[config.mk]
export PLATFORM = sky130hd
export DESIGN_NAME = ccd_sharp_timing_gen
export DESIGN_NICKNAME = d
export VERILOG_FILES = /design/src/rtl/ccd_sharp_pkg.sv /design/src/rtl/ccd_sharp_hclk_gen.sv /design/src/rtl/ccd_sharp_timing_gen.sv
export SDC_FILE = /design/constraint.sdc
export NUM_CORES = 1
export LEC_CHECK = 0
export CORE_MARGIN = 2
export CORE_UTILIZATION = 53
export DETAILED_ROUTE_END_ITERATION = 10
export PLACE_DENSITY_LB_ADDON = 0.15
export SYNTH_ARGS = -nofsm -noshare
export SYNTH_HDL_FRONTEND = slang
export SYNTH_SLANG_ARGS = --single-unit
[constraint.sdc]
create_clock -name clk -period 4.2 [get_ports clk]
set_clock_uncertainty 0.05 [all_clocks]
set_input_delay 0.42 -clock clk [delete_from_list [all_inputs] [get_ports clk]]
set_output_delay 0.42 -clock clk [all_outputs]
set_load 0.01 [all_outputs]
[src/rtl/ccd_sharp_pkg.sv]
// Shared definitions for the Sharp CCD timing generator, sensor model and capture stage:
// FSM states, vertical transfer step patterns and readout geometry helpers.
package ccd_sharp_pkg;

  typedef enum logic [2:0] {
    ST_IDLE,
    ST_SG,
    ST_VSHIFT,
    ST_HGAP,
    ST_HREAD,
    ST_DONE
  } state_e;

  localparam logic [3:0] XV_IDLE = 4'b1100;
  localparam logic [3:0] XV_S1   = 4'b0110;
  localparam logic [3:0] XV_S2   = 4'b0011;
  localparam logic [3:0] XV_S3   = 4'b1001;

  function automatic int unsigned pix_total(input int unsigned dummy_front,
                                            input int unsigned black_front,
                                            input int unsigned active,
                                            input int unsigned black_rear,
                                            input int unsigned dummy_rear);
    return dummy_front + black_front + active + black_rear + dummy_rear;
  endfunction

  function automatic int unsigned line_total(input int unsigned dummy_front,
                                             input int unsigned black_front,
                                             input int unsigned active,
                                             input int unsigned black_rear,
                                             input int unsigned dummy_rear);
    return dummy_front + black_front + active + black_rear + dummy_rear;
  endfunction

  // A vertical shift walks S1, S2, S3 and lands back on the idle pattern.
  function automatic logic [3:0] xv_pattern(input logic [1:0] step);
    case (step)
      2'd0:    return XV_S1;
      2'd1:    return XV_S2;
      2'd2:    return XV_S3;
      default: return XV_IDLE;
    endcase
  endfunction

endpackage

[src/rtl/ccd_sharp_hclk_gen.sv]
// Horizontal readout clocking: two clocks per pixel (reset-gate phase A, transfer phase B),
// with a pixel index and an end-of-line flag raised during the last phase B.
module ccd_sharp_hclk_gen #(
  parameter int unsigned PIX_TOTAL = 40
) (
  input  logic        clk,
  input  logic        reset,
  input  logic        run_i,
  output logic        h1_o,
  output logic        h2_o,
  output logic        hl_o,
  output logic        rs_o,
  output logic        lval_o,
  output logic [15:0] pix_cnt_o,
  output logic        line_end_o
);

  localparam logic [15:0] PIX_LAST = 16'(PIX_TOTAL - 1);

  logic        run_q;
  logic        phase_a_q, phase_a_d;
  logic [15:0] pix_q, pix_d;

  // run_i already reflects the next cycle, so these registers line up with the frame outputs.
  always_comb begin
    phase_a_d = 1'b0;
    pix_d     = '0;
    if (run_i) begin
      if (run_q && phase_a_q) begin
        phase_a_d = 1'b0;
        pix_d     = pix_q;
      end else if (run_q) begin
        phase_a_d = 1'b1;
        pix_d     = pix_q + 16'd1;
      end else begin
        phase_a_d = 1'b1;
        pix_d     = '0;
      end
    end
  end

  always_ff @(posedge clk) begin
    if (reset) begin
      run_q     <= 1'b0;
      phase_a_q <= 1'b0;
      pix_q     <= '0;
    end else begin
      run_q     <= run_i;
      phase_a_q <= phase_a_d;
      pix_q     <= pix_d;
    end
  end

  assign h1_o       = ~phase_a_q;
  assign hl_o       = ~phase_a_q;
  assign h2_o       = phase_a_q;
  assign rs_o       = phase_a_q;
  assign lval_o     = phase_a_q;
  assign pix_cnt_o  = pix_q;
  assign line_end_o = run_q && !phase_a_q && (pix_q == PIX_LAST);

endmodule

[src/rtl/ccd_sharp_timing_gen.sv]
// Frame-level timing generator for the Sharp CCD: sensor-gate pulse, per-line vertical
// transfer, horizontal readout and frame/line/pixel qualifiers for the capture stage.
module ccd_sharp_timing_gen
  import ccd_sharp_pkg::*;
#(
  parameter int unsigned IMAGE_WIDTH  = 32,
  parameter int unsigned IMAGE_HEIGHT = 8,
  parameter int unsigned BLACK_HFRONT = 2,
  parameter int unsigned BLACK_HREAR  = 2,
  parameter int unsigned DUMMY_HFRONT = 2,
  parameter int unsigned DUMMY_HREAR  = 2,
  parameter int unsigned BLACK_VFRONT = 1,
  parameter int unsigned BLACK_VREAR  = 1,
  parameter int unsigned DUMMY_VFRONT = 1,
  parameter int unsigned DUMMY_VREAR  = 1,
  parameter int unsigned V_STEP_CYC   = 4,
  parameter int unsigned XSG_CYC      = 8,
  parameter int unsigned H_GAP_CYC    = 2
) (
  input  logic        clk,
  input  logic        reset,
  input  logic        i_start,
  output logic        xv1,
  output logic        xv2,
  output logic        xv3,
  output logic        xv4,
  output logic        xsg,
  output logic        hl,
  output logic        h1,
  output logic        h2,
  output logic        rs,
  output logic        o_fval,
  output logic        o_lval,
  output logic [15:0] ov_line_cnt,
  output logic [15:0] ov_pix_cnt,
  output logic        o_busy,
  output logic        o_frame_done
);

  localparam int unsigned PIX_TOTAL  = pix_total(DUMMY_HFRONT, BLACK_HFRONT, IMAGE_WIDTH,
                                                 BLACK_HREAR, DUMMY_HREAR);
  localparam int unsigned LINE_TOTAL = line_total(DUMMY_VFRONT, BLACK_VFRONT, IMAGE_HEIGHT,
                                                  BLACK_VREAR, DUMMY_VREAR);
  localparam logic [15:0] XSG_LAST   = 16'(XSG_CYC - 1);
  localparam logic [15:0] VSTEP_LAST = 16'(V_STEP_CYC - 1);
  localparam logic [15:0] HGAP_LAST  = 16'(H_GAP_CYC - 1);
  localparam logic [15:0] LINE_LAST  = 16'(LINE_TOTAL - 1);

  if (PIX_TOTAL > 65535 || LINE_TOTAL > 65535 || IMAGE_WIDTH < 1 || IMAGE_HEIGHT < 1 ||
      V_STEP_CYC < 1 || XSG_CYC < 1 || XSG_CYC > 65536 || V_STEP_CYC > 65536 ||
      H_GAP_CYC > 65536) begin : g_bad_params
    $error("ccd_sharp_timing_gen: illegal geometry or timing parameters");
  end

  state_e      state_q, state_d;
  logic [15:0] cnt_q, cnt_d;
  logic [1:0]  step_q, step_d;
  logic [15:0] line_q, line_d;
  logic [3:0]  xv_q;
  logic        xsg_q, fval_q, busy_q, done_q;
  logic        line_end;
  logic        run;

  // cnt counts clocks spent in the current state/step and restarts on every transition.
  always_comb begin
    state_d = state_q;
    cnt_d   = cnt_q + 16'd1;
    step_d  = step_q;
    line_d  = line_q;
    unique case (state_q)
      ST_IDLE: begin
        cnt_d  = '0;
        step_d = '0;
        line_d = '0;
        if (i_start) state_d = ST_SG;
      end
      ST_SG: begin
        if (cnt_q == XSG_LAST) begin
          state_d = ST_VSHIFT;
          cnt_d   = '0;
          step_d  = '0;
          line_d  = '0;
        end
      end
      ST_VSHIFT: begin
        if (cnt_q == VSTEP_LAST) begin
          cnt_d  = '0;
          step_d = step_q + 2'd1;
          if (step_q == 2'd3) state_d = (H_GAP_CYC == 0) ? ST_HREAD : ST_HGAP;
        end
      end
      ST_HGAP: begin
        if (cnt_q == HGAP_LAST) begin
          state_d = ST_HREAD;
          cnt_d   = '0;
        end
      end
      ST_HREAD: begin
        cnt_d = '0;
        if (line_end) begin
          step_d = '0;
          if (line_q == LINE_LAST) begin
            state_d = ST_DONE;
          end else begin
            state_d = ST_VSHIFT;
            line_d  = line_q + 16'd1;
          end
        end
      end
      ST_DONE: begin
        state_d = ST_IDLE;
        cnt_d   = '0;
        line_d  = '0;
      end
      default: state_d = ST_IDLE;
    endcase
  end

  // Outputs are decoded from the next state so every pin comes straight off a flop.
  always_ff @(posedge clk) begin
    if (reset) begin
      state_q <= ST_IDLE;
      cnt_q   <= '0;
      step_q  <= '0;
      line_q  <= '0;
      xv_q    <= XV_IDLE;
      xsg_q   <= 1'b1;
      fval_q  <= 1'b0;
      busy_q  <= 1'b0;
      done_q  <= 1'b0;
    end else begin
      state_q <= state_d;
      cnt_q   <= cnt_d;
      step_q  <= step_d;
      line_q  <= line_d;
      xv_q    <= (state_d == ST_VSHIFT) ? xv_pattern(step_d) : XV_IDLE;
      xsg_q   <= (state_d != ST_SG);
      fval_q  <= (state_d != ST_IDLE);
      busy_q  <= (state_d != ST_IDLE);
      done_q  <= (state_d == ST_DONE);
    end
  end

  assign run = (state_d == ST_HREAD);

  ccd_sharp_hclk_gen #(
    .PIX_TOTAL(PIX_TOTAL)
  ) u_hclk (
    .clk       (clk),
    .reset     (reset),
    .run_i     (run),
    .h1_o      (h1),
    .h2_o      (h2),
    .hl_o      (hl),
    .rs_o      (rs),
    .lval_o    (o_lval),
    .pix_cnt_o (ov_pix_cnt),
    .line_end_o(line_end)
  );

  assign {xv1, xv2, xv3, xv4} = xv_q;
  assign xsg          = xsg_q;
  assign o_fval       = fval_q;
  assign o_busy       = busy_q;
  assign o_frame_done = done_q;
  assign ov_line_cnt  = line_q;

endmodule

==> flow_metrics.tcl, run 1 <==
set metrics [dict create \
    cts-resized-gates 0 \
    met3_length_um 222 \
    fmax_ghz 0.320 \
    drv_cap 0 \
    drive_above_1_share_pct 5.77 \
    synth_nets 386 \
    nets 424 \
    num_rows 28 \
    cp-end-kind "flip-flop" \
    die_x_um 81.8 \
    grt_pass1_vias 2564 \
    via_count 2899 \
    initial_utilization_pct 54.5 \
    grt_pass1_wl_um 11800 \
    fin_crit_sh_pct 74.5 \
    fin_ws_ns 1.07 \
    grt.overflow.total 0 \
    cts_setup_buffers 0 \
    slew_viol_final 0 \
    wl_um 7160 \
    critPathSlowestCell "nand4_1" \
    dp_cells 476 \
    cellLeakagePower_uw 0.00128 \
    crit_arrival_ns 3.29 \
    synth_enable_flop_cells 0 \
    ys_ff_latch 62 \
    synth-async-reset-ratio_pct 0 \
    highest_layer "met4" \
    final.min_clock_period_ns 3.13 \
    cts_tree "done" \
    drt_iter0_markers 182 \
    drc 0 \
    gp_congestion 0.860 \
    powerDensity_mw_per_mm2 300 \
    cp.required_ns 4.36 \
    ys_seq_area_share_pct 38.7 \
    antenna_found_initial 0 \
    postSynthAreaPerCell_sq_um 8.58 \
    slowest_delay_ns 0.78 \
    multiInputGateArea_sq_mm 0.00179 \
    layout.cells.non_filler 491 \
    syn_to_final_growth_pct 19.8 \
    antenna_cells 0 \
    io_pins 48 \
    crit_chain "ha_1 > nor4bb_1 > nand4_1 > a32oi_1 > nand4_1 > or4_1" \
    hpwl_um 4910 \
    synth.area.top_cells "dfxtp_1 39%, xor2_1 5.2%, nor3_1 4.2%" \
    status "finished, final reports clean" \
    hold_viol 0 \
    vias_per_cell 5.90 \
    tightestPinTransition_ns 0.913 \
    rsz0062_at_grt "no" \
    port_buffers 47 \
    synth.most_common_cell "dfxtp_1" \
    clock_latency_ns 0.34 \
    core_sq_mm 0.00589 \
    fill_cells 521 \
    cts_made_buffers 9 \
    wl_per_cell_um 14.6 \
    finalSetupTns_ns 0 \
    path_max_fanout 20 \
    synth-main-ff-cell "dfxtp_1" \
    crit_type "reg -> reg" \
    htree_levels 3 \
    path_common_cell "nand4_1" \
    root_buffer "clkbuf_8" \
    worst_hold_path_type "reg -> reg" \
    dp_slack_ns 1.12 \
    die_h_um 81.8 \
    netlist_top_cells_count "62 x dfxtp_1, 31 x nand2_1, 31 x nor2_1, 27 x nor3_1" \
    synth_top_area_share_pct 38.7 \
    synth_top_cell_by_area "dfxtp_1" \
    hold_ws_ns 0.415 \
    antenna_left 0 \
    wl_met1_um 3560 \
    first_pass_iters 4 \
    cp-start-kind "flip-flop" \
    numClockSinks 62 \
    cts_hold_buf 0 \
    grt_max_degree 33 \
    netlist_area_sq_mm 0.00321 \
    relSlewSlack_pct 39.0 \
    finalSetupViolCount 0 \
    finish.utilization_pct 65.4 \
    cts_buffer_depth 2 \
    die_area_sq_mm 0.00670 \
    cts.clk_slew.worst_paths_ns 0.07 \
    synth.distinct_cells 50 \
    wl_met2_um 3250 \
    synth-warning-count 0 \
    grt_usage_pct 22.5 \
    ir_worst_vdd_v 0.000215 \
    regArea_sq_mm 0.00124 \
    synthCells 374 \
]
layout by cell type, fill, tap and decap left out, types with 5 or more instances in the layout:
cell type        instances
clkdlybuf4s50_1         47
and3_1                   5
o31ai_1                 13
dfxtp_1                 62
xnor2_1                 10
nor4_1                   8
nor3_1                  27
nor2_1                  31
ha_1                     9
nand4_1                 19
nand3_1                 17
clkbuf_8                10
nand2_1                 31
xor2_1                  19
a21oi_1                 18
nor4b_1                  6
inv_1                   15
or4_1                   15
path summary, 6_finish.rpt:
kind	from	endpoint	slack, ns	depth (start not counted)
hold / removal	cnt_q[0]$_SDFF_PP0_	cnt_q[0]$_SDFF_PP0_	0.42	1
hold reg to reg	cnt_q[0]$_SDFF_PP0_	cnt_q[0]$_SDFF_PP0_	0.42	1
setup reg to reg	cnt_q[0]$_SDFF_PP0_	xv_q[3]$_SDFF_PP1_	1.07	6
setup / recovery	cnt_q[0]$_SDFF_PP0_	xv_q[3]$_SDFF_PP1_	1.07	6
metal layers:
layer	vias to the layer above	track usage, %
met4	0	11.2
met2	45	35.1
li1	1457	-
met3	13	3.74
met5	-	0
met1	1384	30.1
cell type report:
class / count / share of cell area [%]
Sequential cell: 62 / 32.3
Tap cell: 75 / 2.44
Timing Repair Buffer: 48 / 12.4
Clock inverter: 4 / 1.24
Clock buffer: 11 / 3.67
Inverter: 15 / 1.46
Multi-Input combinational cell: 276 / 46.5
cell families after synthesis:
family / after synthesis / synth area share, %
xor gates and xnor gates: 29 / 7.91
adders and majority gates: 9 / 3.51
AOI/OAI and AO/OA: 52 / 10.8
DFF: 62 / 38.7
muxes: 2 / 0.624
and+or+nand+nor: 184 / 32.9
buffers and inverters: 36 / 5.61
through the flow:
stage               power, uW  cell area (sq um)
CTS                      1160               3850
finish                   1150               3850
detailed placement        651               3660
global route             1190               3850
global placement          650               3660
floorplan                 639               3210
sequential cells by signal, summed over array words and instances, names as in the netlist:
signal,cells
cnt_q,16
o_busy,1
o_frame_done,1
ov_line_cnt,16
state_q,3
step_q,2
u_hclk.h2_o,1
u_hclk.pix_cnt_o,16
u_hclk.run_q,1
xsg,1
xv_q,4
report_power, final:
part	internal, uW	total [uW]	switching [uW]
combinational	13.1	45.1	32.0
sequential	591	593	2.49
clock	285	514	229
total	889	1150	263
critical path: cells and delay by family, from the launching register on:
| family | cells | cell delay (ns) |
|---|---|---|
| flip-flops | 1 | 0.37 |
| AND/OR/NAND/NOR | 4 | 1.98 |
| AO/OA/AOI/OAI | 1 | 0.37 |
| adder cells (fa/ha/maj) | 1 | 0.23 |
(Power assumes the default switching activity.)
==> inputs of run 2 (changes only) <==
clock period = 3.24 ns   (was 4.2 ns; I/O delays follow)
==> flow_metrics.tcl, run 2 (synthesis results as in run 1) <==
set metrics [dict create \
    cp.required_ns 3.41 \
    final_cell_mix "62 x dfxtp_1, 47 x clkdlybuf4s50_1, 31 x nor2_1, 31 x nand2_1, 27 x nor3_1" \
    cts_made_buffers 9 \
    cts_tree "done" \
    tightestPinTransition_ns 0.849 \
    path_max_fanout 6 \
    nets 430 \
    cts.clk_slew.worst_paths_ns 0.06 \
    vias_per_cell 5.82 \
    worstHoldPathCells 1 \
    rrSetupSlack_ns 0.30 \
    via_count 2897 \
    status "finished, final reports clean" \
    antenna_found_initial 0 \
    finalSetupViolCount 0 \
    hold_viol 0 \
    crit_arrival_ns 3.12 \
    numClockSinks 62 \
    core_sq_mm 0.00589 \
    antenna_left 0 \
    finalSetupTns_ns 0 \
    cellLeakagePower_uw 0.00131 \
    critPathSlowestCell "or4_1" \
    powerDensity_mw_per_mm2 376 \
    wl_per_cell_um 14.4 \
    reg2reg_depth 8 \
    worst_hold_path_type "reg -> reg" \
    grt_pass1_wl_um 12100 \
    grt_pass1_vias 2650 \
    final_common_cell "dfxtp_1" \
    hold_end "cnt_q[0]$_SDFF_PP0_" \
    root_buffer "clkbuf_8" \
    crit_chain "ha_1 > nor4bb_1 > nand4_1 > a22oi_1 > o21ai_0 > a22o_1 > ha_1 > or4_1" \
    drt_iter0_markers 197 \
    grt.overflow.total 0 \
    grt_max_degree 33 \
    slew_viol_final 0 \
    wl_um 7150 \
    cts_buffer_depth 2 \
    htree_levels 3 \
    fin_ws_ns 0.295 \
    slowest_delay_ns 0.50 \
    min_from "cnt_q[0]$_SDFF_PP0_" \
    die_h_um 81.8 \
    port_buffers 47 \
    antenna_cells 0 \
    cts_hold_buf 0 \
    fin_crit_sh_pct 90.9 \
    drv_cap 0 \
    clock_latency_ns 0.35 \
    crit_type "reg -> reg" \
    num_rows 28 \
    grt_usage_pct 23.3 \
    rsz0062_at_grt "no" \
    cp-start-kind "flip-flop" \
    ir_worst_vdd_v 0.000250 \
    cp-end-kind "flip-flop" \
    final.min_clock_period_ns 2.94 \
    initial_utilization_pct 54.5 \
    syn_to_final_growth_pct 21.0 \
    dp_slack_ns 0.336 \
    cts_setup_buffers 0 \
    relSlewSlack_pct 43.4 \
    hold_ws_ns 0.414 \
    die_x_um 81.8 \
    die_area_sq_mm 0.00670 \
    r2r-end "xv_q[3]$_SDFF_PP1_" \
    path_common_cell "ha_1" \
    cts-resized-gates 0 \
    fmax_ghz 0.340 \
    drive_above_1_share_pct 6.62 \
    worstReg2RegStart "cnt_q[0]$_SDFF_PP0_" \
    hpwl_um 4950 \
    gp_congestion 0.793 \
    first_pass_iters 5 \
    io_pins 48 \
    drc 0 \
]
==> run 2: cell types whose count changed in the layout (fill, tap and decap cells not counted), sizes merged <==
cell      before  now
clkinvlp       1    0
bufinv         1    0
clkbuf        11   16
clkinv         2    0
buf            1    7
==> run 2: how the worst max path moves through the flow <==
stage,startpoint,to,slack (ns),cells after the start
4_1_cts,cnt_q[0]$_SDFF_PP0_,xv_q[3]$_SDFF_PP1_,0.32,8
2_1_floorplan,cnt_q[0]$_SDFF_PP0_,xv_q[3]$_SDFF_PP1_,0.63,8
3_3_place_gp,cnt_q[0]$_SDFF_PP0_,xv_q[3]$_SDFF_PP1_,0.48,8
3_5_place_dp,cnt_q[0]$_SDFF_PP0_,xv_q[3]$_SDFF_PP1_,0.34,8
6_report,cnt_q[0]$_SDFF_PP0_,xv_q[3]$_SDFF_PP1_,0.30,8
5_1_grt,cnt_q[0]$_SDFF_PP0_,xv_q[3]$_SDFF_PP1_,0.08,8
==> run 2: power by group <==
| group | switching (uW) | internal, uW | total, uW |
|---|---|---|---|
| combinational | 41.2 | 18.7 | 59.9 |
| sequential | 3.40 | 766 | 770 |
| clock | 289 | 342 | 631 |
| total | 333 | 1130 | 1460 |
==> run 2: metrics by stage <==
step / instances / instance area [sq um] / util, % / total power, uW
global placement: 482 / 3700 / 62.9 / 845
floorplan: 374 / 3210 / - / 828
global route: 498 / 3880 / 66.0 / 1510
detailed placement: 482 / 3700 / 62.9 / 846
finish: 498 / 3880 / 66.0 / 1460
CTS: 498 / 3880 / 66.0 / 1480
==> run 2: cell type report <==
class | count | area, sq um
Clock buffer | 16 | 180
Fill cell | 527 | 2000
Inverter | 15 | 56.3
Multi-Input combinational cell | 276 | 1790
Sequential cell | 62 | 1240
Tap cell | 75 | 93.8
Timing Repair Buffer | 54 | 523
==> run 2: critical path, delay by kind of cell (launching register included) <==
family	cells	cell delay, ns
fa+ha+maj	2	0.43
compound gates	3	0.92
flops	1	0.37
simple gates	3	1.07
==> run 2: per-layer routing <==
metal / up-vias / GRT usage, % / wire (um)
met5: - / 0 / 0
met4: 0 / 11.8 / 157
met3: 14 / 3.63 / 250
met2: 63 / 36.5 / 3220
met1: 1363 / 30.9 / 3520
li1: 1457 / - / -
==> inputs of run 3 (changes only) <==
SYNTH_HIERARCHICAL = 1   (was unset)
==> flow_metrics.tcl, run 3 <==
set metrics [dict create \
    multiInputGateArea_sq_mm 0.00179 \
    drv_cap 0 \
    cts.clk_slew.worst_paths_ns 0.07 \
    slew_viol_final 0 \
    drc 0 \
    synth_top_area_share_pct 39.8 \
    synth-warning-count 6 \
    cts_tree "done" \
    netlist_area_sq_mm 0.00312 \
    htree_levels 3 \
    cts_made_buffers 9 \
    relSlewSlack_pct 58.0 \
    crit_arrival_ns 3.26 \
    core_sq_mm 0.00561 \
    cp.buffers_inverters 3 \
    synthCells 362 \
    grt.overflow.total 0 \
    ys_seq_area_share_pct 39.8 \
    numClockSinks 62 \
    power_uw 1480 \
    grt_usage_pct 22.7 \
    wl_um 7160 \
    cp.required_ns 3.46 \
    nets 435 \
    initial_utilization_pct 55.6 \
    slowest_delay_ns 0.47 \
    tightestPinTransition_ns 0.628 \
    synth-async-reset-ratio_pct 0 \
    finalSetupViolCount 0 \
    fin_crit_sh_pct 93.7 \
    clock_latency_ns 0.34 \
    synth.distinct_cells 54 \
    cp_top_family "simple AND/OR/NAND/NOR gates" \
    hpwl_um 5100 \
    critPathSlowestCell "a221o_2" \
    cp-end-kind "flip-flop" \
    cts_buffer_depth 2 \
    port_buffers 47 \
    synth.area.top_cells "dfxtp_1 40%, a21oi_1 4.3%, nor2_1 4.3%" \
    cellLeakagePower_uw 0.00136 \
    antenna_left 0 \
    syn_to_final_growth_pct 26.3 \
    hold_viol 0 \
    crit_chain "ha_1 > nor2b_1 > nand4_1 > nor4b_2 > buf_4 > inv_1 > a41o_1 > a221o_2 > buf_4 > or3_1 > a21oi_1" \
    final_common_cell "dfxtp_1" \
    ys_ff_latch 62 \
    netlist_top_cells_count "62 x dfxtp_1, 36 x nor2_1, 27 x a21oi_1, 26 x nand2_1, 15 x nand3_1" \
    crit_type "reg -> reg" \
    die_x_um 80.7 \
    die_h_um 80.7 \
    ir_worst_vdd_v 0.000251 \
    grt_max_degree 17 \
    fill_cells 466 \
    synth-main-ff-cell "dfxtp_1" \
    grt_pass1_vias 2598 \
    final_cell_mix "62 x dfxtp_1, 47 x clkdlybuf4s50_1, 36 x nor2_1, 27 x a21oi_1, 25 x nand2_1" \
    antenna_cells 0 \
    first_pass_iters 5 \
    vias_per_cell 5.82 \
    path_common_cell "buf_4" \
    path_max_fanout 14 \
    gp_congestion 0.793 \
    synth_enable_flop_cells 0 \
    drt_iter0_markers 241 \
    regArea_sq_mm 0.00124 \
    io_pins 48 \
    drive_above_1_share_pct 11.0 \
    hold_ws_ns 0.418 \
    die_area_sq_mm 0.00651 \
    grt_pass1_wl_um 11700 \
    status "finished, final reports clean" \
    postSynthAreaPerCell_sq_um 8.61 \
    cp-start-kind "flip-flop" \
    synth.most_common_cell "dfxtp_1" \
    worst_hold_path_type "reg -> reg" \
    antenna_found_initial 0 \
    wl_per_cell_um 14.3 \
    synth_nets 374 \
    fmax_ghz 0.329 \
    via_count 2910 \
    final.min_clock_period_ns 3.04 \
    num_rows 27 \
    root_buffer "clkbuf_8" \
    synth_top_cell_by_area "dfxtp_1" \
    powerDensity_mw_per_mm2 376 \
]
run 3: changes by cell type after synthesis, moves of 5 or more:
| cell | before | now |
|---|---|---|
| nand4_1 | 19 | 9 |
| nor2_1 | 31 | 36 |
| or4_1 | 15 | 10 |
| a21oi_1 | 18 | 27 |
| o21ai_0 | 5 | 13 |
| nand2b_1 | 0 | 8 |
| or3_1 | 4 | 11 |
| xor2_1 | 19 | 7 |
| nor3_1 | 27 | 8 |
| nand2_1 | 31 | 26 |
run 3: cell families (layout without fill, tap and decap cells):
kind of cell,Yosys count,after routing,share of synthesized area [%]
adder cells (fa/ha/maj),9,9,3.61
flip-flops,62,62,39.8
buffers and inverters,25,91,3.77
AO/OA/AOI/OAI,67,67,13.4
XOR/XNOR,17,17,4.78
multiplexers,6,6,1.93
AND/OR/NAND/NOR,176,176,32.7
run 3: through the flow:
step	cell area, sq um	setup WS [ns]	utilization, %	std cells	setup TNS, ns
floorplan	3120	0.327	-	362	0
global placement	3720	0.199	66.3	483	0
detailed placement	3720	0.0518	66.3	483	0
CTS	3900	0.0386	69.5	499	0
global route	3940	-0.00237	70.2	500	-0.00416
finish	3940	0.203	70.2	500	0
run 3: area by class of cell:
| class | instances | share of cell area (%) |
|---|---|---|
| clock buffers | 11 | 3.34 |
| clock inverters | 5 | 1.27 |
| inverters | 12 | 1.14 |
| multi-input cells | 275 | 45.4 |
| flip-flops and latches | 62 | 31.5 |
| well taps | 72 | 2.29 |
| repair buffers | 63 | 15.0 |
run 3: where the power goes:
group,leakage [uW],switching (uW),internal [uW],total [uW]
logic,0.000761,35.3,25.0,60.3
registers,0.000500,4.69,766,771
clock network,0.0000968,298,350,648
run 3: path summary, 6_finish.rpt:
kind,startpoint,to,slack [ns],depth (start not counted)
worst min-delay path,cnt_q[0]$_SDFF_PP0_,cnt_q[0]$_SDFF_PP0_,0.42,1
worst max register to register,u_hclk/pix_cnt_o[1]$_SDFFE_PP0N_,ov_line_cnt[10]$_SDFFE_PP0P_,0.20,11
worst max-delay path,u_hclk/pix_cnt_o[1]$_SDFFE_PP0N_,ov_line_cnt[10]$_SDFFE_PP0P_,0.20,11
worst min register to register,cnt_q[0]$_SDFF_PP0_,cnt_q[0]$_SDFF_PP0_,0.42,1
run 3: routing by layer:
| layer | track usage [%] | share of wire [%] | wire [um] | up-vias |
|---|---|---|---|---|
| met5 | 0 | 0 | 0 | - |
| met4 | 10.3 | 1.4 | 97 | 0 |
| met3 | 3.71 | 4.3 | 308 | 10 |
| met2 | 37.1 | 48 | 3450 | 82 |
| met1 | 29.3 | 46 | 3300 | 1360 |
| li1 | - | - | - | 1458 |
run 3: what timing repair did:
action | CTS | global route
setup buffers | 0 | 1
gates resized for setup | 0 | 7
hold endpoints to repair | 0 | 0
hold buffers | 0 | 0
endpoints found under the setup margin | 0 | 28
==> edit 1, RTL diff (settings of run 2) <==
Register the output `ov_pix_cnt`, without a reset; this adds one clock of latency there. The other outputs are not delayed to match.
--- a/src/rtl/ccd_sharp_timing_gen.sv
+++ b/src/rtl/ccd_sharp_timing_gen.sv
@@ -47,2 +47,4 @@
   localparam logic [15:0] LINE_LAST  = 16'(LINE_TOTAL - 1);
+
+  logic [15:0] ov_pix_cnt_d;
 
@@ -156,3 +158,3 @@
     .lval_o    (o_lval),
-    .pix_cnt_o (ov_pix_cnt),
+    .pix_cnt_o (ov_pix_cnt_d),
     .line_end_o(line_end)
@@ -167,2 +169,6 @@
 
+  always_ff @(posedge clk) begin
+    ov_pix_cnt <= ov_pix_cnt_d;
+  end
+
 endmodule
Function: no difference found for any inputs over 10 cycles, from zero or initial values and one cycle with reset high; that may be too few to reach the edited logic, so the function may still have changed.
==> edit 1 against run 2 <==
Synthesized area is 13% higher. Worst setup slack got worse by 98 ps. Non-clock buffer count rose by 1. Critical path depth up 1. Design area rose by 12%. Sequential power rose by 26%. Sequential cell count increased by 16. Global-route usage is 1.4 points lower. Critical endpoint is now xv_q[1]. Total power is 24% higher. Wire length up 9.3%.
==> edit 1: results (changes against run 2) <==
[cts]
clk_pin_slew_ps = 80  ; was 60 ps
root_buffer = clkbuf_8  ; unchanged
clk_path_buf_depth = 2  ; unchanged
clk_latency_ps = 360
post_cts_resized = 0  ; unchanged
cts_buffers = 9  ; unchanged
h-tree-depth = 3  ; unchanged
cts_setup_buffers = 0  ; unchanged

[logic_synthesis]
synth_nets = 406  ; was 386
synth.distinct_cells = 51  ; was 50
synth_top_flop_cell = dfxtp_1  ; unchanged
synthArstFlopShare_pct = 0  ; unchanged
ys_seq_area_share_pct = 43.2  ; was 38.7%
synth_common_cells = 78 x dfxtp_1, 29 x nand2_1, 23 x nand3_1, 23 x xnor2_1, 22 x nor2_1  ; was 62 x dfxtp_1, 31 x nand2_1, 31 x nor2_1
synth.area.top_cells = dfxtp_1 43%, xnor2_1 5.6%, a211oi_1 3.5%, nand3_1 3.2%, ha_1 3.1%  ; was dfxtp_1 39%, xor2_1 5.2%, nor3_1 4.2%, nand4_1 3.7%, nand2_1 3.6%
yosysWarnings = 0  ; unchanged

[status]
status = finished clean  ; unchanged

[pwr]
p_leak_nw = 1.41  ; was 1.31 nW
peakVddDrop_mv = 0.256  ; was 0.250 mV

[place]
dp_hpwl_um = 5340  ; was 4950 um
gp_congestion = 0.771  ; was 0.793
dp_slack_ps = 220  ; was 336 ps
io_buffers = 47  ; unchanged
placed_cell_area_um2 = 4140  ; was 3700 um2

[global_route]
grtUsageTotal_pct = 21.8  ; was 23.3%
grt_pass1_wl_um = 13000  ; was 12,100 um
antenna_found_initial = 0  ; unchanged
grt_pass1_vias = 2740  ; was 2,650
grt_max_degree = 29  ; was 33

[sta]
tightest_slew_ps = 915  ; was 849 ps

[worst_hold_path]
holdCritPathClass = flop to flop  ; unchanged

[finish]
diodes = 0  ; unchanged
nNetsFinal = 449  ; was 430
layout-drive-gt1-share_pct = 8.39  ; was 6.62%

[drt]
vias_per_cell = 5.88  ; was 5.82
wirelength_um = 7820  ; was 7150 um
drt_iter0_markers = 155  ; was 197
drc = 0  ; unchanged
first_pass_iters = 4  ; was 5

[worst_setup_path]
path_max_fanout = 5  ; was 6
critical_path_arrival_ps = 3240  ; was 3120 ps

[edit 1: cell types whose count changed after synthesis, sizes merged, moves of 5 or more]
| cell | run 2 | this run |
|---|---|---|
| a211oi | 1 | 17 |
| and3 | 5 | 10 |
| dfxtp | 62 | 78 |
| nand3 | 17 | 23 |
| nand4 | 19 | 12 |
| nor2 | 31 | 23 |
| nor3 | 27 | 19 |
| nor4 | 12 | 7 |
| xnor2 | 10 | 23 |
| xor2 | 19 | 5 |
[edit 1: power breakdown]
part / internal (mW) / switching (mW) / leakage (nW)
Combinational: 0.0225 / 0.0384 / 0.671
Clock: 0.429 / 0.354 / 0.109
Sequential: 0.962 / 0.00581 / 0.629
[edit 1: layer usage]
| metal | wire, um | track usage [%] | share of wire [%] | vias to the layer above |
|---|---|---|---|---|
| li1 | - | - | - | 1551 |
| met1 | 3880 | 31.5 | 50 | 1411 |
| met2 | 3360 | 32.3 | 43 | 93 |
| met3 | 452 | 2.95 | 5.8 | 10 |
| met4 | 125 | 10.2 | 1.6 | 0 |
| met5 | 0 | 0 | 0 | - |
[edit 1: cell type report]
cell class,instances,area (um2)
fill,576,2330
multi-input combinational,282,1910
sequential,78,1560
timing repair buffer,55,531
clock buffer,9,124
tap,80,100
clock inverter,6,87.6
inverter,11,41.3
[edit 1: worst max-delay path, stage by stage (launching register included)]
cell     delay, ps
dfxtp_1        350
or4_4          580
or4_1          550
or4_4          530
a31oi_4        220
a21oi_1        120
ha_1           210
nor2_1         100
nor2_1          40
and4_1         190
[edit 1: through the flow]
stage | power (mW) | cells
2_1_floorplan | 1.03 | 394
3_3_place_gp | 1.05 | 506
3_5_place_dp | 1.05 | 506
4_1_cts | 1.83 | 521
5_1_grt | 1.88 | 521
6_report | 1.81 | 521
[edit 1: cells by family (layout without fill, tap and decap cells)]
logic type / Yosys count / count (layout) / share of synthesized area [%]
AND/OR/NAND/NOR: 175 / 175 / 29.2
flip-flops: 78 / 78 / 43.2
AO/OA/AOI/OAI: 65 / 65 / 12.2
buffers and inverters: 34 / 81 / 4.18
XOR/XNOR: 28 / 28 / 6.78
adder cells (fa/ha/maj): 9 / 9 / 3.11
multiplexers: 5 / 5 / 1.38
[edit 1: final timing paths]
kind               endpoint  slack, ps            startpoint  cells after the start
max                 xv_q[1]        200             cnt_q[10]                      9
min          ov_pix_cnt[15]        340  u_hclk.pix_cnt_o[15]                      0
max reg2reg         xv_q[1]        200             cnt_q[10]                      9
min reg2reg  ov_pix_cnt[15]        340  u_hclk.pix_cnt_o[15]                      0
==> edit 2, RTL diff (config.mk and constraints of run 2) <==
Without the edit above. Set the parameter `IMAGE_HEIGHT` to 4 (it was 8).
--- a/src/rtl/ccd_sharp_timing_gen.sv
+++ b/src/rtl/ccd_sharp_timing_gen.sv
@@ -6,3 +6,3 @@
   parameter int unsigned IMAGE_WIDTH  = 32,
-  parameter int unsigned IMAGE_HEIGHT = 8,
+  parameter int unsigned IMAGE_HEIGHT = 4,
   parameter int unsigned BLACK_HFRONT = 2,
Check against the original RTL: same outputs for any inputs over 10 cycles, from zero or initial values and one cycle with reset high; that may be too few to reach the edited logic, so the function may still have changed.
==> edit 2 against run 2 <==
Sequential cell count unchanged. First-iteration DRC count is 38% lower. Largest cell class unchanged. Worst setup slack improved by 150 ps. Total power fell by 0.15%. Core utilization grew 1.0 points. Cell count shrank 7.0%. Wire length down 16%. Design area decreased by 5.0%. Critical path type unchanged. Synthesized area is 6.3% lower. Synthesized cell count is 8.3% lower.
==> edit 2: results (changes against run 2) <==
[logic_synthesis]
yosysWarnings = 0  ; unchanged
synth_common_cells = 62 x dfxtp_1, 60 x nor2_1, 28 x nand2_1  ; was 62 x dfxtp_1, 31 x nand2_1, 31 x nor2_1
synth.area.top_cells = dfxtp_1 41%, nor2_1 7.5%, xor2_1 7.3%, ha_1 3.7%, nand2_1 3.5%  ; was dfxtp_1 39%, xor2_1 5.2%, nor3_1 4.2%, nand4_1 3.7%, nand2_1 3.6%
ys_seq_area_share_pct = 41.3  ; was 38.7%
syn_inst = 343  ; was 374
synth.distinct_cells = 47  ; was 50
synth_nets = 355  ; was 386

[pwr]
peakVddDrop_mv = 0.314  ; was 0.250 mV
power.switching_uw = 308  ; was 333 uW
p_leak_nw = 1.35  ; was 1.31 nW
p_comb_uw = 51.1  ; was 59.9 uW
pwr-share-clk_pct = 43.7  ; was 43.2%

[cts]
h-tree-depth = 3  ; unchanged
cts_hold_buf = 0  ; unchanged
clk_latency_ps = 330  ; was 350 ps
cts_buffers = 9  ; unchanged
root_buffer = clkbuf_8  ; unchanged

[sta]
tightest_slew_ps = 552  ; was 849 ps

[drt]
drt_iter0_markers = 122  ; was 197
wl_per_cell_um = 13.0  ; was 14.4 um
first_pass_iters = 4  ; was 5
vias_per_cell = 5.36  ; was 5.82

[global_route]
grt_max_degree = 17  ; was 33
grtUsageTotal_pct = 20.6  ; was 23.3%
grt_pass1_vias = 2233  ; was 2,650
grt_pass1_wl_um = 10200  ; was 12,100 um

[status]
status = finished clean  ; unchanged

[place]
dp_hpwl_um = 4370  ; was 4950 um
gp_congestion = 0.859  ; was 0.793
dp.cells = 450  ; was 482

[finish]
layout-drive-gt1-share_pct = 7.16  ; was 6.62%
finalNonFillerCells = 463  ; was 498
nNetsFinal = 401  ; was 430
diodes = 0  ; unchanged
fillers = 466  ; was 527

[worst_setup_path]
path_max_fanout = 4  ; was 6
critical_path_arrival_ps = 3000  ; was 3120 ps

[worst_hold_path]
holdCritPathClass = flop to flop  ; unchanged

edit 2: final timing paths:
path,from,endpoint,slack [ps],depth (start not counted)
worst max-delay path,u_hclk.pix_cnt_o[0],xv_q[1],450,9
worst min-delay path,u_hclk.run_q,u_hclk.h2_o,420,1
worst max register to register,u_hclk.pix_cnt_o[0],xv_q[1],450,9
worst min register to register,u_hclk.run_q,u_hclk.h2_o,420,1
edit 2: through the flow:
step                      setup slack, ps  utilization [%]  total power [mW]  area (um2)
after CTS                             423             67.0              1.47        3690
after global routing                  243             67.0              1.51        3690
after floorplan                       652                -             0.821        3010
after global placement                576             63.8             0.837        3510
final                                 447             67.0              1.46        3690
after detailed placement              432             63.8             0.838        3510
edit 2: final cells by class:
type | instances | share of cell area [%]
Sequential cell | 62 | 33.6
Inverter | 8 | 0.814
Timing Repair Buffer | 50 | 13.4
Clock inverter | 2 | 0.949
Clock buffer | 11 | 3.83
Multi-Input combinational cell | 258 | 45.0
Tap cell | 72 | 2.44
edit 2: layer usage:
metal  up-vias  wire length [um]  global-route usage (%)  part of all wire, %
met5         -                 0                       0                    0
met4         0                92                    8.45                  1.5
met3        12               194                    5.68                  3.2
met2        39              2870                    32.8                   48
met1      1147              2850                    26.4                   47
li1       1285                 -                       -                    -
edit 2: logic make-up after synthesis:
kind of cell	Yosys count	synth area share, %
multiplexers	4	1.37
AND/OR/NAND/NOR	185	33.7
adder cells (fa/ha/maj)	9	3.74
AO/OA/AOI/OAI	24	5.87
buffers and inverters	23	3.58
XOR/XNOR	36	10.5
flip-flops	62	41.3
edit 2: worst max-delay path, cell delays in order (launching register included):
cell	delay, ps
dfxtp_1	380
ha_1	250
nand4b_4	140
or4b_4	560
nor4_1	190
o211ai_1	160
mux2i_1	350
inv_1	120
ha_1	240
nor4b_2	250
